`src/rtl/tmds_pkg.sv`:
```
// Shared TMDS symbol constants (control tokens, TERC4 table, guard bands) and the
// receive alignment state type; the transmit-side encoder uses the same constants.
package tmds_pkg;

    localparam logic [9:0] CTRL_TOKEN_00 = 10'b1101010100;
    localparam logic [9:0] CTRL_TOKEN_01 = 10'b0010101011;
    localparam logic [9:0] CTRL_TOKEN_10 = 10'b0101010100;
    localparam logic [9:0] CTRL_TOKEN_11 = 10'b1010101011;

    localparam logic [9:0] GUARD_CODE_CH02 = 10'b1011001100;
    localparam logic [9:0] GUARD_CODE_CH1  = 10'b0100110011;

    typedef enum logic {
        StSearch = 1'b0,
        StLocked = 1'b1
    } tmds_align_state_e;

    function automatic logic [9:0] terc4_code(input logic [3:0] nib);
        logic [9:0] code;
        code = '0;
        case (nib)
            4'h0: code = 10'b1010011100;
            4'h1: code = 10'b1001100011;
            4'h2: code = 10'b1011100100;
            4'h3: code = 10'b1011100010;
            4'h4: code = 10'b0101110001;
            4'h5: code = 10'b0100011110;
            4'h6: code = 10'b0110001110;
            4'h7: code = 10'b0100111100;
            4'h8: code = 10'b1011001100;
            4'h9: code = 10'b0100111001;
            4'ha: code = 10'b0110011100;
            4'hb: code = 10'b1011000110;
            4'hc: code = 10'b1010001110;
            4'hd: code = 10'b1001110001;
            4'he: code = 10'b0101100011;
            4'hf: code = 10'b1011000011;
            default: code = '0;
        endcase
        return code;
    endfunction

endpackage

```
`src/rtl/tmds_symbol_decode.sv`:
```
// Combinational decode of one aligned 10-bit TMDS symbol into every interpretation
// (video, control, TERC4, guard band) at once.
module tmds_symbol_decode
    import tmds_pkg::*;
#(
    parameter int unsigned CHANNEL = 0
) (
    input  logic [9:0] sym,
    output logic [7:0] data,
    output logic [1:0] ctrl,
    output logic [3:0] terc4,
    output logic       is_ctrl,
    output logic       is_terc4,
    output logic       is_guard
);

    localparam logic [9:0] GUARD_CODE = (CHANNEL == 1) ? GUARD_CODE_CH1 : GUARD_CODE_CH02;

    logic [7:0] d;

    always_comb begin
        d    = sym[9] ? ~sym[7:0] : sym[7:0];
        data = '0;
        data[0] = d[0];
        for (int i = 1; i < 8; i++) begin
            data[i] = sym[8] ? (d[i] ^ d[i-1]) : ~(d[i] ^ d[i-1]);
        end
    end

    always_comb begin
        ctrl    = 2'b00;
        is_ctrl = 1'b0;
        case (sym)
            CTRL_TOKEN_00: begin ctrl = 2'b00; is_ctrl = 1'b1; end
            CTRL_TOKEN_01: begin ctrl = 2'b01; is_ctrl = 1'b1; end
            CTRL_TOKEN_10: begin ctrl = 2'b10; is_ctrl = 1'b1; end
            CTRL_TOKEN_11: begin ctrl = 2'b11; is_ctrl = 1'b1; end
            default:       begin ctrl = 2'b00; is_ctrl = 1'b0; end
        endcase
    end

    always_comb begin
        terc4    = '0;
        is_terc4 = 1'b0;
        for (int n = 0; n < 16; n++) begin
            if (sym == terc4_code(4'(n))) begin
                terc4    = 4'(n);
                is_terc4 = 1'b1;
            end
        end
    end

    // Guard codes overlap TERC4 entries; both flags are reported independently.
    assign is_guard = (sym == GUARD_CODE);

endmodule

```
`src/rtl/tmds_channel_decoder.sv`:
```
// One TMDS receive channel: bit-alignment hunt on control tokens plus 2-stage decode.
// Optional lock-loss statistics are built when TMDS_DEC_STATS_EN is defined.
module tmds_channel_decoder
    import tmds_pkg::*;
#(
    parameter int unsigned CHANNEL       = 0,
    parameter int unsigned LOCK_COUNT    = 8,
    parameter int unsigned SEARCH_DWELL  = 2048,
    parameter int unsigned TOKEN_TIMEOUT = 4096
) (
    input  logic       clk,
    input  logic       resetn,
    input  logic [9:0] raw_in,
    output logic [7:0] data,
    output logic [1:0] ctrl,
    output logic [3:0] terc4,
    output logic       is_ctrl,
    output logic       is_terc4,
    output logic       is_guard,
    output logic       sym_valid,
    output logic       locked,
    output logic [3:0] bit_offset,
    output logic [7:0] lock_loss_count
);

    localparam int unsigned RUN_W   = (LOCK_COUNT > 1) ? $clog2(LOCK_COUNT) : 1;
    localparam int unsigned DWELL_W = (SEARCH_DWELL > 1) ? $clog2(SEARCH_DWELL) : 1;
    localparam int unsigned TMO_W   = (TOKEN_TIMEOUT > 1) ? $clog2(TOKEN_TIMEOUT) : 1;

    logic [9:0]         prev_q, sym_q;
    logic [19:0]        cat;
    tmds_align_state_e  state_q, state_d;
    logic [3:0]         offset_q, offset_d, offset_next;
    logic [RUN_W-1:0]   run_q, run_d;
    logic [DWELL_W-1:0] dwell_q, dwell_d;
    logic [TMO_W-1:0]   tmo_q, tmo_d;

    logic [7:0] dec_data;
    logic [1:0] dec_ctrl;
    logic [3:0] dec_terc4;
    logic       dec_is_ctrl, dec_is_terc4, dec_is_guard;

    assign cat = {raw_in, prev_q};

    tmds_symbol_decode #(
        .CHANNEL(CHANNEL)
    ) u_decode (
        .sym      (sym_q),
        .data     (dec_data),
        .ctrl     (dec_ctrl),
        .terc4    (dec_terc4),
        .is_ctrl  (dec_is_ctrl),
        .is_terc4 (dec_is_terc4),
        .is_guard (dec_is_guard)
    );

    assign offset_next = (offset_q == 4'd9) ? 4'd0 : offset_q + 4'd1;

    always_comb begin
        state_d  = state_q;
        offset_d = offset_q;
        run_d    = run_q;
        dwell_d  = dwell_q;
        tmo_d    = tmo_q;
        unique case (state_q)
            StSearch: begin
                // Lock has priority over a dwell expiry in the same cycle.
                if (dec_is_ctrl && run_q == RUN_W'(LOCK_COUNT - 1)) begin
                    state_d = StLocked;
                    tmo_d   = '0;
                    run_d   = '0;
                    dwell_d = '0;
                end else if (dwell_q == DWELL_W'(SEARCH_DWELL - 1)) begin
                    offset_d = offset_next;
                    run_d    = '0;
                    dwell_d  = '0;
                end else begin
                    dwell_d = dwell_q + DWELL_W'(1);
                    run_d   = dec_is_ctrl ? run_q + RUN_W'(1) : '0;
                end
            end
            StLocked: begin
                if (dec_is_ctrl) begin
                    tmo_d = '0;
                end else if (tmo_q == TMO_W'(TOKEN_TIMEOUT - 1)) begin
                    state_d  = StSearch;
                    offset_d = offset_next;
                    run_d    = '0;
                    dwell_d  = '0;
                end else begin
                    tmo_d = tmo_q + TMO_W'(1);
                end
            end
            default: state_d = StSearch;
        endcase
    end

    always_ff @(posedge clk or negedge resetn) begin
        if (!resetn) begin
            prev_q    <= '0;
            sym_q     <= '0;
            state_q   <= StSearch;
            offset_q  <= '0;
            run_q     <= '0;
            dwell_q   <= '0;
            tmo_q     <= '0;
            data      <= '0;
            ctrl      <= '0;
            terc4     <= '0;
            is_ctrl   <= 1'b0;
            is_terc4  <= 1'b0;
            is_guard  <= 1'b0;
            sym_valid <= 1'b0;
        end else begin
            prev_q    <= raw_in;
            sym_q     <= 10'(cat >> offset_q);
            state_q   <= state_d;
            offset_q  <= offset_d;
            run_q     <= run_d;
            dwell_q   <= dwell_d;
            tmo_q     <= tmo_d;
            data      <= dec_data;
            ctrl      <= dec_ctrl;
            terc4     <= dec_terc4;
            is_ctrl   <= dec_is_ctrl;
            is_terc4  <= dec_is_terc4;
            is_guard  <= dec_is_guard;
            sym_valid <= (state_q == StLocked);
        end
    end

    assign locked     = (state_q == StLocked);
    assign bit_offset = offset_q;

`ifdef TMDS_DEC_STATS_EN
    logic [7:0] loss_q;

    always_ff @(posedge clk or negedge resetn) begin
        if (!resetn) begin
            loss_q <= '0;
        end else if (state_q == StLocked && state_d == StSearch && loss_q != 8'hff) begin
            loss_q <= loss_q + 8'd1;
        end
    end

    assign lock_loss_count = loss_q;
`else
    assign lock_loss_count = '0;
`endif

endmodule

```
`config.mk`:
```
export PLATFORM = sky130hd
export DESIGN_NAME = tmds_channel_decoder
export DESIGN_NICKNAME = d
export VERILOG_FILES = /design/src/rtl/tmds_pkg.sv /design/src/rtl/tmds_symbol_decode.sv /design/src/rtl/tmds_channel_decoder.sv
export SDC_FILE = /design/constraint.sdc
export NUM_CORES = 1
export LEC_CHECK = 0
export CAP_MARGIN = 20
export CORE_ASPECT_RATIO = 0.75
export CORE_MARGIN = 2
export CORE_UTILIZATION = 25
export DETAILED_ROUTE_END_ITERATION = 12
export GPL_ROUTABILITY_DRIVEN = 1
export PLACE_DENSITY_LB_ADDON = 0.1
export SYNTH_ARGS = -nofsm -noshare
export SYNTH_HDL_FRONTEND = slang
export SYNTH_SLANG_ARGS = --single-unit
```
`constraint.sdc`:
```
create_clock -name clk -period 1.8 [get_ports clk]
set_input_delay 0.45 -clock clk [delete_from_list [all_inputs] [get_ports clk]]
set_output_delay 0.45 -clock clk [all_outputs]
set_load 0.01 [all_outputs]
```
# [After elaboration in Yosys (flattened, before gate mapping)]
# Cells that the tools add are included.
[word_totals] output_inout_bits=31 in_bits=12 reg_bits=69
[classes] reduce_logical=5 n_mux=66 n_shift=1 add_sub_neg=4 n_bitwise=16 eq_ne=30
[op_table] op="10-bit == test (second input constant)" count=11
[op_table] op="10-bit by 9-bit == test with 1-bit output (second input constant)" count=8
[op_table] op="4-bit two-way mux" count=13
[op_table] op="11-bit two-way mux" count=4
[op_table] op="12-bit two-way mux" count=3
[op_table] op="1-bit two-way mux" count=28
[op_table] op="3-bit two-way mux" count=9
[op_table] op="12-bit one-hot mux with 2 select lines" count=1
[op_table] op="11-bit one-hot mux with 2 select lines" count=1
[op_table] op="20-bit by 4-bit >> shifter with 10-bit output" count=1
[op_table] op="12-bit by 1-bit adder with 12-bit output (second input constant)" count=1
[op_table] op="12-bit == test (second input constant)" count=1
[op_table] op="11-bit by 1-bit adder with 11-bit output (second input constant)" count=1
[op_table] op="11-bit == test (second input constant)" count=1
[op_table] op="10-bit by 8-bit == test with 1-bit output (second input constant)" count=1
[op_table] op="8-bit two-way mux" count=1
[op_table] op="2-bit != test (second input constant)" count=4
[op_table] op="1-bit inverter" count=8
[op_table] op="8-bit inverter" count=1
[op_table] op="4-bit one-hot mux with 2 select lines" count=1
[op_table] op="1-bit bitwise XOR" count=7
[op_table] op="2-bit one-hot mux with 3 select lines" count=1
[op_table] op="3-bit one-hot mux with 2 select lines" count=1
[op_table] op="4-bit by 1-bit adder with 4-bit output (second input constant)" count=1
[op_table] op="other kinds (11)" count=13

# [Longest topological paths before layout]
# Gate-level depths: netlist of run 1.
[depth] word_depth=17 ltp_mapped=8

# [By module]
# A second synthesis of run 1 with hierarchy kept.
[hier_totals] cells_unflattened=376 area_unflattened_um2=3972.6
[modules_own_cells] mod="tmds_channel_decoder" instances=1 area_each_um2=3330.7 cells_each=297 seq_area_each_um2=1726.7
[modules_own_cells] mod="tmds_symbol_decode" instances=1 area_each_um2=641.9 cells_each=79 seq_area_each_um2=0.0

# [Worst setup path after synthesis of run 1]
# Ideal clock, no wire load.
[synth_path] path_type="register -> register" from="reg sym_q[6]" to="reg offset_q[3] (netlist: bit_offset[3])" n_path_buf=2 required_ps=1657 arrival_ps=1777 path_stages_with_launch=8 path_slack_ps=-120 cell_sequence="dfrtp_1 -> buf_6 -> nor4bb_4 -> and3_1 -> buf_6 -> or4_4 -> a221oi_2 -> o221ai_1"
[synth_between] elab_chain_cells=6 elab_cells_between_ends=10
[synth_lines] element="from (decl)" line="tmds_channel_decoder.sv:30" text="logic [9:0] prev_q, sym_q;"
[synth_lines] element="from (signal assigned)" line="tmds_channel_decoder.sv:116" text="sym_q <= 10'(cat >> offset_q);"
[synth_lines] element="10-bit == test (tied with other cells)" line="tmds_symbol_decode.sv:33" text="case (sym)"
[synth_lines] element="4-bit OR reduction (no line) (*)"
[synth_lines] element="1-bit two-way mux (*)" line="tmds_symbol_decode.sv:33"
[synth_lines] element="1-bit logical AND" line="tmds_channel_decoder.sv:68" text="if (dec_is_ctrl && run_q == RUN_W'(LOCK_COUNT - 1)) begin"
[synth_lines] element="2-bit != test (no line)"
[synth_lines] element="4-bit AND reduction (no line) (*)"
[synth_lines] element="to (signal assigned)" line="tmds_channel_decoder.sv:118" text="offset_q <= offset_d;"
[synth_lines] element="to (decl)" line="tmds_channel_decoder.sv:33" text="logic [3:0] offset_q, offset_d, offset_next;"
# Mark *: on every way between the ends. The rest lies on a longest branch, timed or not.
# A chain may end at the register's enable or synchronous reset.

# [Final worst setup path of run 1]
[layout_path] from="reg sym_q[5]" to="reg offset_q[1] (netlist: bit_offset[1])"
# The elaborated chain is that of the path after synthesis.

==> report_table.html, run 1 <==
<table>
<tr><th>Metric</th><th>Value</th></tr>
<tr><th colspan="2">Global route</th></tr>
<tr><td>Initial antenna violation count</td><td>0</td></tr>
<tr><td>Pin count of the biggest net entering global routing</td><td>34</td></tr>
<tr><td>Via count of the first global-routing pass</td><td>3502</td></tr>
<tr><td>Combined global-route utilization of all metal layers</td><td>14.3%</td></tr>
<tr><td>Final global-route overflow total</td><td>0</td></tr>
<tr><td>Global-route wire length before repair</td><td>19200 um</td></tr>
<tr><th colspan="2">Outcome</th></tr>
<tr><td>Failing checks</td><td>setup timing</td></tr>
<tr><td>Outcome</td><td>finished, violations left</td></tr>
<tr><th colspan="2">Synth</th></tr>
<tr><td>Number of enable-type register cells in the synthesized netlist</td><td>0</td></tr>
<tr><td>Warnings from Yosys</td><td>0</td></tr>
<tr><td>Synth area leader</td><td>dfrtp_1</td></tr>
<tr><td>Main area contributors after synthesis</td><td>dfrtp_1, mux4_2, mux2i_1</td></tr>
<tr><td>Avg Synthesized Cell Area</td><td>10.3 um2</td></tr>
<tr><td>Dominant register cell in the synthesized netlist</td><td>dfrtp_1</td></tr>
<tr><td>Asr flop ratio synth</td><td>100%</td></tr>
<tr><td>List of most frequent post-synthesis cells</td><td>dfrtp_1, nand2_1, o21ai_0, nand3_1, nor2_1</td></tr>
<tr><td>Number of distinct library cells after synthesis</td><td>69</td></tr>
<tr><td>Leading cell type by number of instances after synthesis</td><td>dfrtp_1</td></tr>
<tr><td>Post-Synthesis Cell Area</td><td>4070 um2</td></tr>
<tr><td>Sequential fraction of the synthesis area</td><td>between 40% and 50%</td></tr>
<tr><td>Flop and latch count out of synthesis</td><td>69</td></tr>
<tr><td>Cell count after synthesis</td><td>397</td></tr>
<tr><td>Fraction of post-synthesis cell area in the top cell type by area</td><td>42.4%</td></tr>
<tr><th colspan="2">Timing</th></tr>
<tr><td>Post-route minimum period</td><td>1.92 ns</td></tr>
<tr><td>Unrepaired setup endpoints after global routing</td><td>true</td></tr>
<tr><td>Count of final max-slew check failures</td><td>0</td></tr>
<tr><td>Endpoints failing setup</td><td>29</td></tr>
<tr><td>Maximum achievable frequency</td><td>520 MHz</td></tr>
<tr><td>Worst Slack Setup Final</td><td>-0.122 ns</td></tr>
<tr><td>Setup clock skew after layout</td><td>0.00709 ns</td></tr>
<tr><td>Total count of hold-check failures in the final report</td><td>0</td></tr>
<tr><td>Final worst-path cycle share</td><td>107%</td></tr>
<tr><th colspan="2">Placed design</th></tr>
<tr><td>Placed instance count</td><td>721</td></tr>
<tr><td>Last weighted congestion value of the routability-driven placer</td><td>0.827</td></tr>
<tr><td>Detailed Place HPWL</td><td>between 8000 and 9000 um</td></tr>
<tr><td>IO buf count</td><td>34</td></tr>
<tr><th colspan="2">Drt</th></tr>
<tr><td>Post-route antenna net violation count</td><td>0</td></tr>
<tr><td>Total iterations of the first detailed-routing run</td><td>4</td></tr>
<tr><td>Wire length per cell</td><td>15.5 um</td></tr>
<tr><td>Number of remaining DRC errors</td><td>0</td></tr>
<tr><td>First-iteration detailed-routing DRC count</td><td>219</td></tr>
<tr><td>Vias after detailed routing</td><td>~3600</td></tr>
<tr><td>Vias per inst</td><td>4.71</td></tr>
<tr><td>Routed wire length</td><td>11800 um</td></tr>
<tr><th colspan="2">Setup path</th></tr>
<tr><td>R2r endpoint</td><td>bit_offset[1]</td></tr>
<tr><td>Largest stage delay on the critical path</td><td>0.55 ns</td></tr>
<tr><td>Data arrival, critical path</td><td>2.17 ns</td></tr>
<tr><td>Worst reg2reg startpoint</td><td>sym_q[5]</td></tr>
<tr><td>Setup Crit Path Kind</td><td>flop to flop</td></tr>
<tr><td>Critical path origin</td><td>sym_q[5]</td></tr>
<tr><td>Critical path's top delay family</td><td>simple AND/OR/NAND/NOR gates</td></tr>
<tr><td>Sequence of cells on the critical path</td><td>and3b_2 &gt; nand3_4 &gt; inv_4 &gt; or4_4 &gt; a21oi_4 &gt; mux2i_2</td></tr>
<tr><td>Crit end category</td><td>flop</td></tr>
<tr><td>CP Depth</td><td>6</td></tr>
<tr><td>Critical Path Fanout Max</td><td>4</td></tr>
<tr><td>Flop2flop setup slack</td><td>-0.12 ns</td></tr>
<tr><td>Number of buffers and inverters on the critical path</td><td>1</td></tr>
<tr><td>Worst setup SP type</td><td>flop</td></tr>
<tr><td>Critical path destination</td><td>bit_offset[1]</td></tr>
<tr><td>Crit-path slowest cell</td><td>or4_4</td></tr>
<tr><td>Worst R2R Path Depth</td><td>6</td></tr>
<tr><td>Required time at the worst-slack endpoint</td><td>2.04 ns</td></tr>
<tr><th colspan="2">Pwr</th></tr>
<tr><td>Clock network fraction of design power</td><td>45.0%</td></tr>
<tr><td>Reported leakage power</td><td>about 2.7 nW</td></tr>
<tr><td>Switching power share of the total</td><td>a little under a quarter</td></tr>
<tr><td>Reg power frac</td><td>approximately 44%</td></tr>
<tr><td>Combinational group share of total power</td><td>11.2%</td></tr>
<tr><td>Switching component of the power</td><td>0.000895 W</td></tr>
<tr><td>Internal power consumption</td><td>0.00283 W</td></tr>
<tr><td>VDD IR max</td><td>0.396 mV</td></tr>
<tr><td>Power per standard cell area</td><td>roughly 600 nW/um2</td></tr>
<tr><th colspan="2">Run</th></tr>
<tr><td>Maximum capacitance violations</td><td>0</td></tr>
<tr><th colspan="2">Floorplanning</th></tr>
<tr><td>Core Area</td><td>16000 um2</td></tr>
<tr><td>Starting density of the core</td><td>25.5%</td></tr>
<tr><td>Total I/O pin count</td><td>43</td></tr>
<tr><td>Total Die Area</td><td>~17000 um2</td></tr>
<tr><td>DIE HEIGHT</td><td>115 um</td></tr>
<tr><td>Die Width</td><td>151 um</td></tr>
<tr><td>Number of placement rows</td><td>40</td></tr>
<tr><th colspan="2">Cells and area</th></tr>
<tr><td>Fraction of layout instances using a drive strength above 1</td><td>40.3%</td></tr>
<tr><td>Area Growth Syn to Fin</td><td>52.4%</td></tr>
<tr><td>Net count reported at finish</td><td>approximately 570</td></tr>
<tr><td>Count of fill cells added during filler insertion</td><td>1561</td></tr>
<tr><td>Inserted Diodes</td><td>0</td></tr>
<tr><td>Final std cells w/o fill</td><td>764</td></tr>
<tr><td>End-of-flow core utilization</td><td>38.9%</td></tr>
<tr><th colspan="2">Clocking</th></tr>
<tr><td>Clock root buffer master</td><td>clkbuf_16</td></tr>
<tr><td>Buffers from clock root to sink, at most</td><td>2</td></tr>
<tr><td>Clock buffer count from CTS</td><td>9</td></tr>
<tr><td>Count of hold-fix buffers inserted at cts</td><td>0</td></tr>
<tr><td>CTS tree</td><td>yes</td></tr>
<tr><td>H-tree levels</td><td>3</td></tr>
<tr><td>Clock-pin slew on the worst setup and hold paths</td><td>0.05 ns</td></tr>
<tr><td>TritonCTS Sinks</td><td>between 60 and 70</td></tr>
<tr><td>Clock latency on the worst-skew pair</td><td>~0.33 ns</td></tr>
<tr><th colspan="2">Hold path</th></tr>
<tr><td>Worst min-delay path category</td><td>primary input to asynchronous set/reset pin</td></tr>
</table>
through the flow:
stage | instance area (um2) | hold WS, ns | power [W] | setup WS, ns | setup TNS, ns
floorplan | 4130 | 0.154 | 0.00185 | -0.106 | -0.264
global placement | 5360 | 0.430 | 0.00206 | -0.255 | -4.54
global route | 6200 | 0.0856 | 0.00389 | -0.229 | -4.23
detailed placement | 5360 | 0.425 | 0.00206 | -0.301 | -5.29
CTS | 5910 | 0.0712 | 0.00377 | -0.132 | -1.24
finish | 6200 | 0.0655 | 0.00373 | -0.122 | -1.70
flip-flops by register name, summed over array words and instances (netlist names), 2 cells and up:
signal	count
tmo_q	12
dwell_q	11
prev_q	10
sym_q	10
data	8
bit_offset	4
terc4	4
run_q	3
ctrl	2
worst min path at each step:
stage	end	slack, ns	start	cells past startpoint
global placement	sym_q[4]	0.43	resetn	1
detailed placement	sym_q[4]	0.42	resetn	1
finish	sym_q[4]	0.07	resetn	1
CTS	sym_q[4]	0.07	resetn	1
floorplan	bit_offset[0]	0.15	resetn	0
global route	sym_q[4]	0.09	resetn	1
timing repair:
action / in CTS / in global routing
setup buffers: 16 / 12
cloned: 1 / 0
resized for setup: 44 / 52
endpoints found under the setup margin: 34 / 40
pin swaps: 20 / 26
cells by family after synthesis:
kind of cell	synth area share, %
xor gates and xnor gates	3.87
AOI/OAI and AO/OA	15.8
buffers and inverters	6.05
adders and majority gates	1.23
DFF	42.4
and+or+nand+nor	20.2
other	0.0921
muxes	10.4
placed cells by master, fill, tap and decap left out, drive strengths merged, types with 4 or more instances in the layout:
master         count
xnor2             11
conb               8
a21oi             17
mux2i             13
and3               8
o21ai             22
nand3             20
nor2              18
a22o               7
nor2b             14
or3                4
clkbuf            15
ha                 4
mux2               4
inv               12
nor3              12
a31oi              5
buf              135
clkdlybuf4s50     31
a211oi             5
nand2             29
nand4             11
a32o               4
xor2               7
dfrtp             69
mux4              11
o31ai              5
worst reg2reg max path, cell delays in order, from the launching register on:
cell,delay (ns)
dfrtp_2,0.44
and3b_2,0.27
nand3_4,0.08
inv_4,0.05
or4_4,0.55
a21oi_4,0.20
mux2i_2,0.24
power groups by stage:
stage | Sequential (W) | Clock (W) | Combinational (W)
after floorplan | 0.00167 | 0 | 0.000176
after global placement | 0.00166 | 0 | 0.000394
after detailed placement | 0.00166 | 0 | 0.000394
after CTS | 0.00164 | 0.00173 | 0.000403
after global routing | 0.00164 | 0.00179 | 0.000456
final | 0.00164 | 0.00168 | 0.000416
layout make-up:
| type | count | area (um2) | area share [%] |
|---|---|---|---|
| Inverter | 12 | 50.0 | 0.807 |
| Tap cell | 210 | 263 | 4.23 |
| Multi-Input combinational cell | 289 | 2390 | 38.6 |
| Clock inverter | 1 | 5.00 | 0.0807 |
| Clock buffer | 15 | 268 | 4.32 |
| Timing Repair Buffer | 168 | 1490 | 24.0 |
| Sequential cell | 69 | 1730 | 27.9 |
layer usage:
metal,part of all wire (%),wire (um),vias to the layer above,GRT usage (%)
met5,0,0,-,0
met2,43,5040,75,20.5
met1,53,6240,1734,21.7
met3,3.7,438,12,3.11
li1,-,-,1780,-
met4,1.0,118,0,3.36
Note: power is estimated with default switching activity, not from simulation.
==> run 2: changes to the inputs <==
clock period = 2.2 ns   (was 1.8 ns; I/O delays follow)
==> run 2 against run 1 <==
  * The flow now finishes without violations
  * Clock power decreased by 20%
  * Sequential cell count unchanged
  * Cell count decreased by 13%
  * Critical path depth increased by 1
  * Wire length decreased by 9.9%
  * Cell area decreased by 18%
  * Clock skew decreased by 0.0034 ns
  * Worst setup slack improved by 0.24 ns
  * Sequential power decreased by 18%
  * Critical path type unchanged
  * Critical endpoint is now run_q[0]
  * Largest cell class unchanged
==> report_table.html, run 2 (synthesized netlist as in run 1, its figures left out) <==
<table>
<tr><th>Metric</th><th>Value</th></tr>
<tr><th colspan="2">Global route</th></tr>
<tr><td>Pin count of the biggest net entering global routing</td><td>70</td></tr>
<tr><td>Global-route wire length before repair</td><td>17700 um</td></tr>
<tr><td>Final global-route overflow total</td><td>0</td></tr>
<tr><td>Initial antenna violation count</td><td>0</td></tr>
<tr><td>Combined global-route utilization of all metal layers</td><td>13.3%</td></tr>
<tr><td>Via count of the first global-routing pass</td><td>3202</td></tr>
<tr><th colspan="2">Setup path</th></tr>
<tr><td>Flop2flop setup slack</td><td>0.12 ns</td></tr>
<tr><td>Crit end category</td><td>flop</td></tr>
<tr><td>Crit-path slowest cell</td><td>dfrtp_1</td></tr>
<tr><td>Critical path's top delay family</td><td>simple AND/OR/NAND/NOR gates</td></tr>
<tr><td>Critical Path Fanout Max</td><td>6</td></tr>
<tr><td>Sequence of cells on the critical path</td><td>ha_1 &gt; ha_1 &gt; nand4_1 &gt; buf_4 &gt; and3_1 &gt; nand2_1 &gt; o31ai_1</td></tr>
<tr><td>Worst setup SP type</td><td>flop</td></tr>
<tr><td>Library cell appearing most often on the critical path</td><td>ha_1</td></tr>
<tr><td>R2r endpoint</td><td>run_q[0]</td></tr>
<tr><td>Worst R2R Path Depth</td><td>7</td></tr>
<tr><td>Setup Crit Path Kind</td><td>flop to flop</td></tr>
<tr><td>Worst reg2reg startpoint</td><td>run_q[0]</td></tr>
<tr><td>Largest stage delay on the critical path</td><td>0.40 ns</td></tr>
<tr><td>Data arrival, critical path</td><td>around 2.3 ns</td></tr>
<tr><td>Required time at the worst-slack endpoint</td><td>2.42 ns</td></tr>
<tr><td>Number of buffers and inverters on the critical path</td><td>1</td></tr>
<tr><th colspan="2">Cells and area</th></tr>
<tr><td>Largest register FFs</td><td>12</td></tr>
<tr><td>Inserted Diodes</td><td>0</td></tr>
<tr><td>Area Growth Syn to Fin</td><td>24.7%</td></tr>
<tr><td>Footprint of the multi-input gates</td><td>2130 um2</td></tr>
<tr><td>Most used cells in the layout excluding fill and tap cells</td><td>dfrtp_1, buf_4, clkdlybuf4s50_1</td></tr>
<tr><td>Fraction of layout instances using a drive strength above 1</td><td>17.5%</td></tr>
<tr><td>Top Registers</td><td>tmo_q: 12 flops, dwell_q: 11 flops</td></tr>
<tr><td>End-of-flow core utilization</td><td>between 30% and 40%</td></tr>
<tr><td>Net count reported at finish</td><td>about 470</td></tr>
<tr><td>Area used by sequential logic in the layout</td><td>1730 um2</td></tr>
<tr><td>Most frequent standard cell in the layout excluding fill and tap cells</td><td>dfrtp_1</td></tr>
<tr><td>Count of fill cells added during filler insertion</td><td>1632</td></tr>
<tr><td>Biggest register</td><td>tmo_q</td></tr>
<tr><th colspan="2">Floorplanning</th></tr>
<tr><td>DIE HEIGHT</td><td>115 um</td></tr>
<tr><td>Number of placement rows</td><td>40</td></tr>
<tr><td>Die Width</td><td>~150 um</td></tr>
<tr><td>Core Area</td><td>16000 um2</td></tr>
<tr><td>Total I/O pin count</td><td>43</td></tr>
<tr><td>Starting density of the core</td><td>25.5%</td></tr>
<tr><td>Total Die Area</td><td>between 15000 and 20000 um2</td></tr>
<tr><th colspan="2">Drt</th></tr>
<tr><td>Vias per inst</td><td>~4.9</td></tr>
<tr><td>Length of routed met2 wiring</td><td>4400 um</td></tr>
<tr><td>Metal3 WL</td><td>548 um</td></tr>
<tr><td>DR top layer</td><td>met4</td></tr>
<tr><td>Number of remaining DRC errors</td><td>0</td></tr>
<tr><td>Vias after detailed routing</td><td>3241</td></tr>
<tr><td>Post-route met1 wirelength</td><td>approximately 5600 um</td></tr>
<tr><td>Routed wire length</td><td>10700 um</td></tr>
<tr><td>Wire length per cell</td><td>16.0 um</td></tr>
<tr><td>Total iterations of the first detailed-routing run</td><td>4</td></tr>
<tr><td>Post-route antenna net violation count</td><td>0</td></tr>
<tr><td>First-iteration detailed-routing DRC count</td><td>249</td></tr>
<tr><th colspan="2">Clocking</th></tr>
<tr><td>Clock latency on the worst-skew pair</td><td>around 0.33 ns</td></tr>
<tr><td>TritonCTS Sinks</td><td>69</td></tr>
<tr><td>Count of hold-fix buffers inserted at cts</td><td>0</td></tr>
<tr><td>CTS tree</td><td>yes</td></tr>
<tr><td>Clock-pin slew on the worst setup and hold paths</td><td>0.06 ns</td></tr>
<tr><td>Clock buffer count from CTS</td><td>9</td></tr>
<tr><td>Buffers from clock root to sink, at most</td><td>2</td></tr>
<tr><td>Post-CTS setup-driven buffer insertion count</td><td>0</td></tr>
<tr><td>H-tree levels</td><td>3</td></tr>
<tr><td>Total of cells resized after clock tree synthesis</td><td>0</td></tr>
<tr><td>Clock root buffer master</td><td>clkbuf_16</td></tr>
<tr><th colspan="2">Outcome</th></tr>
<tr><td>Outcome</td><td>completed</td></tr>
<tr><th colspan="2">Pwr</th></tr>
<tr><td>Switching component of the power</td><td>0.000700 W</td></tr>
<tr><td>Clock network fraction of design power</td><td>a little under half</td></tr>
<tr><td>Combinational group share of total power</td><td>under 10%</td></tr>
<tr><td>Power per standard cell area</td><td>583 nW/um2</td></tr>
<tr><td>VDD IR max</td><td>0.351 mV</td></tr>
<tr><td>Reported leakage power</td><td>2.07 nW</td></tr>
<tr><td>Switching power share of the total</td><td>between 20% and 30%</td></tr>
<tr><td>Reg power frac</td><td>45.2%</td></tr>
<tr><td>Internal power consumption</td><td>~0.0023 W</td></tr>
<tr><th colspan="2">Hold path</th></tr>
<tr><td>Worst min-delay path category</td><td>primary input to asynchronous set/reset pin</td></tr>
<tr><th colspan="2">Timing</th></tr>
<tr><td>Endpoints failing setup</td><td>0</td></tr>
<tr><td>Total count of hold-check failures in the final report</td><td>0</td></tr>
<tr><td>Final total negative setup slack</td><td>0 ns</td></tr>
<tr><td>Maximum achievable frequency</td><td>481 MHz</td></tr>
<tr><td>Count of final max-slew check failures</td><td>0</td></tr>
<tr><td>Slew @ Worst Pin</td><td>~0.68 ns</td></tr>
<tr><td>Post-route minimum period</td><td>around 2.1 ns</td></tr>
<tr><td>Final worst-path cycle share</td><td>a little over nine tenths</td></tr>
<tr><td>Setup clock skew after layout</td><td>0.00368 ns</td></tr>
<tr><td>Unrepaired setup endpoints after global routing</td><td>false</td></tr>
<tr><td>Worst Slack Setup Final</td><td>0.119 ns</td></tr>
<tr><td>Worst-case headroom to the max-slew limit</td><td>between 50% and 60%</td></tr>
<tr><th colspan="2">Placed design</th></tr>
<tr><td>Last weighted congestion value of the routability-driven placer</td><td>about 0.8</td></tr>
<tr><td>Detailed Place HPWL</td><td>between 7000 and 8000 um</td></tr>
<tr><td>Setup slack at placement</td><td>0.0178 ns</td></tr>
<tr><td>IO buf count</td><td>34</td></tr>
<tr><th colspan="2">Run</th></tr>
<tr><td>Maximum capacitance violations</td><td>0</td></tr>
</table>
## run 2: changes by cell type in the layout (fill, tap and decap cells not counted), moves of 4 or more
| cell | previous run | this run |
|---|---|---|
| buf_4 | 105 | 36 |
| dfrtp_2 | 5 | 0 |
| dfrtp_1 | 64 | 69 |
| o21ai_0 | 11 | 20 |
| o21ai_2 | 7 | 0 |
| nand2_1 | 25 | 29 |
| buf_6 | 24 | 0 |
## run 2: how the worst max path moves through the flow
stage | endpoint | slack, ns | start | cells past startpoint
after floorplan | bit_offset[3] | 0.28 | sym_q[6] | 7
after global placement | sym_q[2] | 0.05 | raw_in[6] | 4
after detailed placement | sym_q[5] | 0.02 | raw_in[1] | 3
after CTS | bit_offset[1] | 0.11 | bit_offset[1] | 1
after global routing | dwell_q[7] | 0.004 | run_q[0] | 7
final | run_q[0] | 0.12 | run_q[0] | 7
## run 2: layout make-up
| type | instances | area share, % |
|---|---|---|
| well taps | 210 | 5.17 |
| inverters | 12 | 0.887 |
| multi-input cells | 289 | 42.0 |
| flip-flops and latches | 69 | 34.0 |
| clock buffers | 12 | 5.05 |
| repair buffers | 72 | 12.7 |
| clock inverters | 2 | 0.197 |
## run 2: per-stage QoR
| step | area [um2] | instances | power [W] | hold WS [ns] |
|---|---|---|---|---|
| finish | 5080 | 666 | 0.00296 | 0.238 |
| global route | 5080 | 666 | 0.00310 | 0.266 |
| CTS | 5070 | 666 | 0.00303 | 0.250 |
| detailed placement | 4810 | 652 | 0.00165 | 0.485 |
| global placement | 4810 | 652 | 0.00165 | 0.482 |
| floorplan | 4100 | 404 | 0.00151 | 0.254 |
## run 2: routing by layer
layer / track usage [%] / vias up
met5: 0 / -
met4: 4.11 / 0
met3: 3.59 / 8
met2: 17.9 / 74
met1: 20.4 / 1585
li1: - / 1574
## run 2: power groups by stage
stage	logic, W	registers [W]	clock network [W]
after floorplan	0.000143	0.00137	0
after CTS	0.000290	0.00134	0.00140
after global placement	0.000290	0.00136	0
after global routing	0.000315	0.00134	0.00144
final	0.000285	0.00134	0.00134
after detailed placement	0.000290	0.00136	0
==> run 3: changes to the inputs <==
clock period = 2.05 ns   (was 2.2 ns; I/O delays follow)
==> run 3 against run 2 <==
  * Wire length down 0.22%
  * Fmax is 6.9% higher
  * Core utilization up 1.7 points
  * First-iteration DRC count rose by 9.6%
  * Cell area grew 5.4%
  * Highest routed layer unchanged
==> report_table.html, run 3 (synthesized netlist as in run 1, its figures left out) <==
<table>
<tr><th>Metric</th><th>Value</th></tr>
<tr><th colspan="2">Outcome</th></tr>
<tr><td>Outcome</td><td>completed</td></tr>
<tr><th colspan="2">Cells and area</th></tr>
<tr><td>Finished layout cell area</td><td>5350 um2</td></tr>
<tr><td>Most used cells in the layout excluding fill and tap cells</td><td>dfrtp_1, buf_4, clkdlybuf4s50_1</td></tr>
<tr><td>Largest register FFs</td><td>12</td></tr>
<tr><td>Area Growth Syn to Fin</td><td>31.4%</td></tr>
<tr><td>Inserted Diodes</td><td>0</td></tr>
<tr><td>Fraction of layout instances using a drive strength above 1</td><td>22.7%</td></tr>
<tr><td>Count of fill cells added during filler insertion</td><td>approximately 1600</td></tr>
<tr><td>Top Registers</td><td>tmo_q: 12 flops, dwell_q: 11 flops</td></tr>
<tr><td>Most frequent standard cell in the layout excluding fill and tap cells</td><td>dfrtp_1</td></tr>
<tr><td>Net count reported at finish</td><td>484</td></tr>
<tr><td>Biggest register</td><td>tmo_q</td></tr>
<tr><th colspan="2">Floorplanning</th></tr>
<tr><td>Starting density of the core</td><td>25.5%</td></tr>
<tr><td>DIE HEIGHT</td><td>approximately 110 um</td></tr>
<tr><td>Number of placement rows</td><td>40</td></tr>
<tr><td>Core Area</td><td>16000 um2</td></tr>
<tr><td>Total I/O pin count</td><td>43</td></tr>
<tr><td>Total Die Area</td><td>around 17000 um2</td></tr>
<tr><td>Die Width</td><td>151 um</td></tr>
<tr><th colspan="2">Clocking</th></tr>
<tr><td>Buffers from clock root to sink, at most</td><td>2</td></tr>
<tr><td>Clock latency on the worst-skew pair</td><td>0.34 ns</td></tr>
<tr><td>CTS tree</td><td>yes</td></tr>
<tr><td>TritonCTS Sinks</td><td>69</td></tr>
<tr><td>Clock buffer count from CTS</td><td>9</td></tr>
<tr><td>Clock root buffer master</td><td>clkbuf_16</td></tr>
<tr><td>Clock-pin slew on the worst setup and hold paths</td><td>0.06 ns</td></tr>
<tr><td>Count of hold-fix buffers inserted at cts</td><td>0</td></tr>
<tr><td>H-tree levels</td><td>3</td></tr>
<tr><th colspan="2">Pwr</th></tr>
<tr><td>Reported leakage power</td><td>2.20 nW</td></tr>
<tr><td>VDD IR max</td><td>0.316 mV</td></tr>
<tr><td>Power per standard cell area</td><td>651 nW/um2</td></tr>
<tr><th colspan="2">Setup path</th></tr>
<tr><td>R2r endpoint</td><td>bit_offset[1]</td></tr>
<tr><td>Crit end category</td><td>flop</td></tr>
<tr><td>Flop2flop setup slack</td><td>0.10 ns</td></tr>
<tr><td>Worst reg2reg startpoint</td><td>sym_q[5]</td></tr>
<tr><td>Worst setup SP type</td><td>flop</td></tr>
<tr><td>Critical path destination</td><td>bit_offset[1]</td></tr>
<tr><td>Required time at the worst-slack endpoint</td><td>2.29 ns</td></tr>
<tr><td>Data arrival, critical path</td><td>2.19 ns</td></tr>
<tr><td>Critical Path Fanout Max</td><td>4</td></tr>
<tr><td>Setup Crit Path Kind</td><td>flop to flop</td></tr>
<tr><td>Critical path origin</td><td>sym_q[5]</td></tr>
<tr><td>Worst R2R Path Depth</td><td>6</td></tr>
<tr><th colspan="2">Timing</th></tr>
<tr><td>Post-route minimum period</td><td>1.95 ns</td></tr>
<tr><td>Count of final max-slew check failures</td><td>0</td></tr>
<tr><td>Unrepaired setup endpoints after global routing</td><td>false</td></tr>
<tr><td>Final worst-path cycle share</td><td>95.0%</td></tr>
<tr><td>Worst-case headroom to the max-slew limit</td><td>between 60% and 70%</td></tr>
<tr><td>Maximum achievable frequency</td><td>approximately 510 MHz</td></tr>
<tr><td>Total count of hold-check failures in the final report</td><td>0</td></tr>
<tr><td>Setup clock skew after layout</td><td>0.0116 ns</td></tr>
<tr><td>Endpoints failing setup</td><td>0</td></tr>
<tr><td>Slew @ Worst Pin</td><td>0.517 ns</td></tr>
<tr><td>Final Hold Slack</td><td>0.0680 ns</td></tr>
<tr><th colspan="2">Drt</th></tr>
<tr><td>First-iteration detailed-routing DRC count</td><td>273</td></tr>
<tr><td>Post-route antenna net violation count</td><td>0</td></tr>
<tr><td>DR top layer</td><td>met4</td></tr>
<tr><td>Total iterations of the first detailed-routing run</td><td>6</td></tr>
<tr><td>Vias per inst</td><td>~4.8</td></tr>
<tr><td>Length of routed met2 wiring</td><td>around 4300 um</td></tr>
<tr><td>Number of remaining DRC errors</td><td>0</td></tr>
<tr><td>Routed wire length</td><td>10600 um</td></tr>
<tr><td>Vias after detailed routing</td><td>around 3300</td></tr>
<tr><td>Post-route met1 wirelength</td><td>5780 um</td></tr>
<tr><td>Wire length per cell</td><td>around 16 um</td></tr>
<tr><td>Metal3 WL</td><td>around 520 um</td></tr>
<tr><th colspan="2">Global route</th></tr>
<tr><td>Pin count of the biggest net entering global routing</td><td>31</td></tr>
<tr><td>Global-route wire length before repair</td><td>17700 um</td></tr>
<tr><td>Initial antenna violation count</td><td>0</td></tr>
<tr><td>Via count of the first global-routing pass</td><td>3296</td></tr>
<tr><td>Combined global-route utilization of all metal layers</td><td>between 10% and 20%</td></tr>
<tr><td>Final global-route overflow total</td><td>0</td></tr>
<tr><th colspan="2">Placed design</th></tr>
<tr><td>Detailed Place HPWL</td><td>just under 8000 um</td></tr>
<tr><td>Total cell area at the placement stage</td><td>about 4900 um2</td></tr>
<tr><td>IO buf count</td><td>34</td></tr>
<tr><td>Last weighted congestion value of the routability-driven placer</td><td>0.799</td></tr>
<tr><th colspan="2">Run</th></tr>
<tr><td>Maximum capacitance violations</td><td>0</td></tr>
<tr><th colspan="2">Hold path</th></tr>
<tr><td>Worst min-delay path category</td><td>primary input to asynchronous set/reset pin</td></tr>
</table>
-- run 3: cell types whose count changed in the layout (fill, tap and decap cells not counted), sizes merged --
cell      before  now
clkbuf        12   13
clkinv         2    0
bufinv         0    2
buf           39   53
clkinvlp       0    1
-- run 3: through the flow --
| stage | total power (W) | util (%) | setup WS [ns] | TNS, ns | cells |
|---|---|---|---|---|---|
| after floorplan | 0.00162 | - | 0.130 | 0 | 404 |
| after global placement | 0.00179 | 30.8 | -0.0563 | -0.102 | 663 |
| after detailed placement | 0.00179 | 30.8 | -0.0711 | -0.138 | 663 |
| after CTS | 0.00355 | 32.9 | 0.0223 | 0 | 678 |
| after global routing | 0.00365 | 33.5 | 0.00625 | 0 | 682 |
| final | 0.00349 | 33.5 | 0.103 | 0 | 682 |
-- run 3: worst min-delay path by stage --
stage	from	end	slack, ns
2_1_floorplan	resetn	bit_offset[0]	0.22
3_3_place_gp	resetn	terc4[2]	0.43
3_5_place_dp	resetn	terc4[0]	0.42
4_1_cts	resetn	terc4[0]	0.06
5_1_grt	resetn	terc4[2]	0.07
6_report	resetn	terc4[2]	0.07
-- run 3: timing repair --
action                     4_1_cts  5_1_grt
pin swaps                        0        5
buffers inserted                 0        3
gates resized for setup          1       13
setup endpoints to repair        1       16
hold endpoints to repair         0        0
gates cloned                     0        1
-- run 3: worst max-delay path, stage by stage, from the launching register on --
cell and delay [ns]:
dfrtp_1 0.44, and3b_1 0.25, nand3_2 0.12, inv_2 0.05
or4_4 0.56, a21oi_4 0.19, mux2i_2 0.25
-- run 3: cell type report --
type / instances / area, um2 / share of cell area, %
inverter: 12 / 45.0 / 0.842
clock buffer: 12 / 267 / 4.98
multi-input combinational: 289 / 2180 / 40.7
timing repair buffer: 87 / 801 / 15.0
tap: 210 / 263 / 4.91
clock inverter: 3 / 67.6 / 1.26
sequential: 69 / 1730 / 32.3
-- run 3: per-layer routing --
layer | vias to the layer above | GRT usage (%)
met5 | - | 0
met2 | 98 | 18.1
li1 | 1608 | -
met1 | 1571 | 20.1
met3 | 9 | 3.67
met4 | 0 | 3.49
-- run 3: power by group --
group / internal, W / switching, W / total (W) / leakage (nW)
Clock: 0.00116 / 0.000571 / 0.00173 / 0.161
Combinational: 0.000165 / 0.000153 / 0.000318 / 1.16
Sequential: 0.00141 / 0.0000312 / 0.00144 / 0.880
